`config.mk`:
```
export PLATFORM = sky130hd
export DESIGN_NAME = semaforos_abc_ctrl
export DESIGN_NICKNAME = d
export VERILOG_FILES = /design/src/rtl/semaforos_abc_ctrl.sv
export SDC_FILE = /design/constraint.sdc
export NUM_CORES = 1
export LEC_CHECK = 0
export ABC_CLOCK_PERIOD_IN_PS = 2700
export BUFFER_PORTS_ARGS = -buffer_cell sky130_fd_sc_hd__buf_4
export CAP_MARGIN = 0
export CORE_MARGIN = 10
export CORE_UTILIZATION = 55
export DETAILED_ROUTE_END_ITERATION = 8
export PLACE_DENSITY = 0.77
export RECOVER_POWER = 25
export SYNTH_ARGS = -nofsm -noshare
export SYNTH_HDL_FRONTEND = slang
export SYNTH_SLANG_ARGS = --single-unit
```
`constraint.sdc`:
```
create_clock -name clock -period 2.7 [get_ports clock]
set_input_delay 0.135 -clock clock [delete_from_list [all_inputs] [get_ports clock]]
set_output_delay 0.135 -clock clock [all_outputs]
set_load 0.02 [all_outputs]
```
`src/rtl/semaforos_abc_ctrl.sv`:
```
// Timed traffic-light controller for the three-way A/B/C intersection.
// Each approach that receives the green goes through three phases in turn:
// green, then yellow, then all-red. Demand is latched per approach, and
// approaches are served in round-robin order A -> B -> C -> A.
//
// Ports:
//   clock          system clock, rising edge
//   reset          asynchronous, active-high
//   ABC[2:0]       vehicle sensors (level); bit2=A, bit1=B, bit0=C
//   VDx/VAx/VMx    green/yellow/red lamp for approach x (registered)
//   pend[2:0]      latched pending requests, same bit order as ABC
//   fase[1:0]      00=GREEN, 01=YELLOW, 10=ALLRED
module semaforos_abc_ctrl #(
  parameter int unsigned T_GREEN_MIN = 4,
  parameter int unsigned T_GREEN_MAX = 12,
  parameter int unsigned T_YELLOW    = 2,
  parameter int unsigned T_ALLRED    = 1,
  parameter int unsigned CNT_W       = 8
) (
  input  logic       clock,
  input  logic       reset,
  input  logic [2:0] ABC,
  output logic       VDA,
  output logic       VAA,
  output logic       VMA,
  output logic       VDB,
  output logic       VAB,
  output logic       VMB,
  output logic       VDC,
  output logic       VAC,
  output logic       VMC,
  output logic [2:0] pend,
  output logic [1:0] fase
);

  localparam logic [CNT_W-1:0] GMIN_LAST = CNT_W'(T_GREEN_MIN - 1);
  localparam logic [CNT_W-1:0] GMAX_LAST = CNT_W'(T_GREEN_MAX - 1);
  localparam logic [CNT_W-1:0] Y_LAST    = CNT_W'(T_YELLOW - 1);
  localparam logic [CNT_W-1:0] AR_LAST   = CNT_W'(T_ALLRED - 1);

  // Approaches are identified by their bit position in ABC: A=2, B=1, C=0.
  localparam logic [1:0] OWN_A = 2'd2;
  localparam logic [1:0] OWN_B = 2'd1;

  typedef enum logic [1:0] {
    GREEN  = 2'b00,
    YELLOW = 2'b01,
    ALLRED = 2'b10
  } fase_t;

  fase_t            fase_q, fase_n;
  logic [1:0]       owner_q, owner_n;
  logic [1:0]       next_q, next_n;
  logic [CNT_W-1:0] timer_q, timer_n;
  logic [2:0]       pend_q, pend_n;
  logic [2:0]       vd_q, va_q, vm_q;
  logic [2:0]       vd_n, va_n, vm_n;

  logic [2:0]       own_mask;
  logic             own_req;
  logic             other_req;
  logic             handover;
  logic [1:0]       cand1, cand2;

  // Round-robin successor: A(2) -> B(1) -> C(0) -> A(2).
  function automatic logic [1:0] rr_succ(input logic [1:0] i);
    return (i == 2'd0) ? 2'd2 : i - 2'd1;
  endfunction

  function automatic logic [2:0] onehot(input logic [1:0] i);
    return 3'b001 << i;
  endfunction

  // Request qualification for the current owner.
  always_comb begin
    own_mask  = onehot(owner_q);
    own_req   = |(ABC & own_mask);
    other_req = |(pend_q & ~own_mask);
    handover  = other_req &&
                ((!own_req && timer_q >= GMIN_LAST) || timer_q >= GMAX_LAST);
    cand1     = rr_succ(owner_q);
    cand2     = rr_succ(cand1);
  end

  // Next-state logic for phase, owner, timer and pending latch, plus lamp decode.
  always_comb begin
    fase_n  = fase_q;
    owner_n = owner_q;
    next_n  = next_q;
    timer_n = timer_q + CNT_W'(1);
    // The green owner cannot latch its own demand; everyone else can.
    pend_n  = pend_q | (ABC & ~((fase_q == GREEN) ? own_mask : 3'b000));

    case (fase_q)
      GREEN: begin
        if (handover) begin
          fase_n  = YELLOW;
          timer_n = '0;
          // The owner's bit is always clear in GREEN, so cand2 is the only
          // alternative when cand1 has no pending demand.
          next_n  = pend_q[cand1] ? cand1 : cand2;
        end else if (timer_q >= GMAX_LAST) begin
          timer_n = timer_q;
        end
      end
      YELLOW: begin
        if (timer_q == Y_LAST) begin
          fase_n  = ALLRED;
          timer_n = '0;
        end
      end
      ALLRED: begin
        if (timer_q == AR_LAST) begin
          fase_n  = GREEN;
          timer_n = '0;
          owner_n = next_q;
          // Entering green clears the demand and wins over a same-cycle set.
          pend_n  = pend_n & ~onehot(next_q);
        end
      end
      default: begin
        fase_n  = GREEN;
        timer_n = '0;
      end
    endcase

    vd_n = (fase_n == GREEN)  ? onehot(owner_n) : 3'b000;
    va_n = (fase_n == YELLOW) ? onehot(owner_n) : 3'b000;
    vm_n = ~(vd_n | va_n);
  end

  // State and lamp registers.
  always_ff @(posedge clock or posedge reset) begin
    if (reset) begin
      fase_q  <= GREEN;
      owner_q <= OWN_A;
      next_q  <= OWN_B;
      timer_q <= '0;
      pend_q  <= '0;
      vd_q    <= 3'b100;
      va_q    <= 3'b000;
      vm_q    <= 3'b011;
    end else begin
      fase_q  <= fase_n;
      owner_q <= owner_n;
      next_q  <= next_n;
      timer_q <= timer_n;
      pend_q  <= pend_n;
      vd_q    <= vd_n;
      va_q    <= va_n;
      vm_q    <= vm_n;
    end
  end

  assign VDA  = vd_q[2];
  assign VAA  = va_q[2];
  assign VMA  = vm_q[2];
  assign VDB  = vd_q[1];
  assign VAB  = va_q[1];
  assign VMB  = vm_q[1];
  assign VDC  = vd_q[0];
  assign VAC  = va_q[0];
  assign VMC  = vm_q[0];
  assign pend = pend_q;
  assign fase = fase_q;

endmodule

```
==> flow_metrics.tcl <==
set metrics [dict create \
    use_met2_pct 22.6 \
    grtUsageTotal_pct 12.5 \
    wl_mm 2.94 \
    cp_max_fo 10 \
    synth_simple_gate_area_share_pct 22.4 \
    synth.yosys.seq_area_share_pct 49.2 \
    hpwl_mm 2.27 \
    syn-num-nets 150 \
    cts_made_buffers 3 \
    row_count 17 \
    r2r_end "timer_q[7]" \
    nets 173 \
    placedInstanceArea_mm2 0.00150 \
    rsz0062_at_grt "false" \
    muxShareOfSynthArea_pct 1.69 \
    ff2ff_setup_slack_ns 0.47 \
    cts.clk_slew.worst_paths_ns 0.13 \
    grt_util_met1_pct 13.4 \
    synthFlopType "dfrtp_1" \
    power.switching_uw 118 \
    p_comb_share_pct 2.2 \
    clk_latency_ns 0.31 \
    fin_util_pct 68.3 \
    crit_path_end_kind "flip-flop" \
    reg2reg_from "owner_q[1]" \
    port_buffers 18 \
    ys_types 36 \
    cts-root-buf "clkbuf_4" \
    wl_per_cell_um 15.6 \
    gr-usage-met3_pct 2.57 \
    critPathMaxStageDelay_ns 0.58 \
    synth_top_family_by_area "simple AND/OR/NAND/NOR gates" \
    path_cells "inv_1 > ha_1 > nand2b_1 > and3_1 > and2_4 > or4_1 > a21oi_1" \
    p_seq_share_pct 65.6 \
    cts_hold_buf 0 \
    switching_share_pct 19.9 \
    reg2reg_depth 7 \
    first_pass_iters 4 \
    n_antenna_cell 0 \
    synthXorXnorAreaFrac_pct 1.97 \
    busiest_layer "met2" \
    cpMaxStageDelayCell "dfstp_2" \
    core_area_mm2 0.00225 \
    max_freq_ghz 0.449 \
    ys_async_sr_fraction_pct 100 \
    hp-class "input port to async pin" \
    period_share_pct 82.5 \
    ctsHtreeMaxLevel 1 \
    final_area_mm2 0.00154 \
    syn_avg_cell_area_um2 9.68 \
    die_w_um 69.3 \
    post_cts_resized 0 \
    min_period_ns 2.23 \
    start_util_pct 59.3 \
    tightest_slew_ns 0.953 \
    leakage_nw 0.702 \
    cp-start-kind "flip-flop" \
    cts.path.max_buffers 2 \
    slew_violations 0 \
    cts_setup_buffers 0 \
    area_growth_syn_to_layout_pct 15.2 \
    ys_seq_elements 26 \
    synth_edf_count 0 \
    drtAntennaViolNets 0 \
    clkSinkCount 26 \
    clkPwrFrac_pct 32.2 \
    setup_viol 0 \
    synth-compound-area-share_pct 14.3 \
    synthDominantCellAreaShare_pct 39.3 \
    syn_inst 138 \
    gp_congestion 0.891 \
    drtIter0Drc 91 \
    drv_cap 0 \
    fin_setup_tns_ns 0 \
    fin_ws_ns 0.474 \
    overflow 0 \
    drc 0 \
    die_area_mm2 0.00480 \
    cts_tree "yes" \
    critPathRequiredTime_ns 2.94 \
    grt_max_degree 27 \
    viasPerCell 5.72 \
    hold_violations 0 \
    yosysWarnings 0 \
    vias 1076 \
    mostFrequentLayoutCell "dfrtp_1" \
    ys_top_cells_by_area "dfrtp_1 39%, dfstp_2 9.8%, ha_1 6.6%" \
    drive_above_1_share_pct 21.9 \
    slew_headroom_pct 36.4 \
    yosys.area.top_type "dfrtp_1" \
    fin_skew_ns 0.00205 \
    worst-setup-path-type "flip-flop to flip-flop" \
    num_io_pins 19 \
    syn_area_mm2 0.00134 \
    synthAdderAreaFrac_pct 6.55 \
    grt_pass1_wl_mm 5.12 \
    p_int_uw 477 \
    holdWs_ns 0.0275 \
    chipHeight_um 69.3 \
    fill_cells 191 \
    power.density_mw_per_mm2 386 \
    status "complete, no violations" \
    final_cell_mix "21 x dfrtp_1, 18 x buf_4, 16 x nor2_1" \
    cp_data_arrival_time_ns 2.47 \
    antenna_found_initial 0 \
    peakVddDrop_uv 355 \
    grt_pass1_vias 1171 \
    dp_slack_ns 0.501 \
]
[Yosys cell counts (3+ instances only)]
library cell and n:
a211oi_1 3, a21oi_1 5, a31oi_1 3, and3_1 4
dfrtp_1 21, dfstp_2 5, ha_1 7, inv_1 11
nand2_1 12, nand2b_1 4, nand3_1 7, nor2_1 16
o21ai_0 7, xnor2_1 3
[routing by layer]
| layer | vias up | share of wire [%] |
|---|---|---|
| met1 | 522 | 42 |
| met3 | 4 | 2.8 |
| met2 | 20 | 54 |
| met5 | - | 0 |
| li1 | 530 | - |
| met4 | 0 | 1.2 |
[stage by stage]
step / cells / total power [mW]
finish: 188 / 0.595
global route: 188 / 0.620
detailed placement: 184 / 0.411
CTS: 188 / 0.603
global placement: 184 / 0.410
floorplan: 138 / 0.403
[state kept, by name (all words and copies together) (netlist names)]
name / count
timer_q: 8
pend: 3
va_q: 3
vd_q: 3
vm_q: 3
fase: 2
next_q: 2
owner_q: 2
[worst max-delay path by stage]
| stage | slack, ns | end | start |
|---|---|---|---|
| 2_1_floorplan | 0.57 | timer_q[7] | owner_q[1] |
| 3_3_place_gp | 0.59 | timer_q[7] | timer_q[4] |
| 3_5_place_dp | 0.50 | timer_q[7] | owner_q[1] |
| 4_1_cts | 0.47 | timer_q[7] | owner_q[1] |
| 5_1_grt | 0.34 | timer_q[7] | timer_q[7] |
| 6_report | 0.47 | timer_q[7] | owner_q[1] |
[final cells by class]
class | instances | area, µm² | share of cell area [%]
Inverter | 11 | 41.3 | 2.68
Clock buffer | 4 | 36.3 | 2.36
Sequential cell | 26 | 657 | 42.7
Tap cell | 28 | 35.0 | 2.28
Timing Repair Buffer | 19 | 143 | 9.27
Multi-Input combinational cell | 100 | 627 | 40.7
[critical path, delay by kind of cell, from the launching register on]
family                   cells  cell delay, ns
adder cells (fa/ha/maj)      1            0.24
flip-flops                   1            0.58
AO/OA/AOI/OAI                1            0.18
AND/OR/NAND/NOR              4            1.07
buffers and inverters        1            0.08
[cell families (layout without fill, tap and decap cells)]
group,Yosys count,count (layout)
flip-flops,26,26
buffers and inverters,12,34
multiplexers,2,2
adder cells (fa/ha/maj),7,7
AO/OA/AOI/OAI,29,29
AND/OR/NAND/NOR,59,59
XOR/XNOR,3,3
[power groups by stage]
stage	Clock (mW)	Sequential, mW	Combinational [mW]
final	0.192	0.390	0.0131
after global routing	0.215	0.390	0.0151
after CTS	0.199	0.390	0.0137
after detailed placement	0	0.397	0.0137
after global placement	0	0.397	0.0133
after floorplan	0	0.397	0.00659
(Power assumes the default switching activity.)
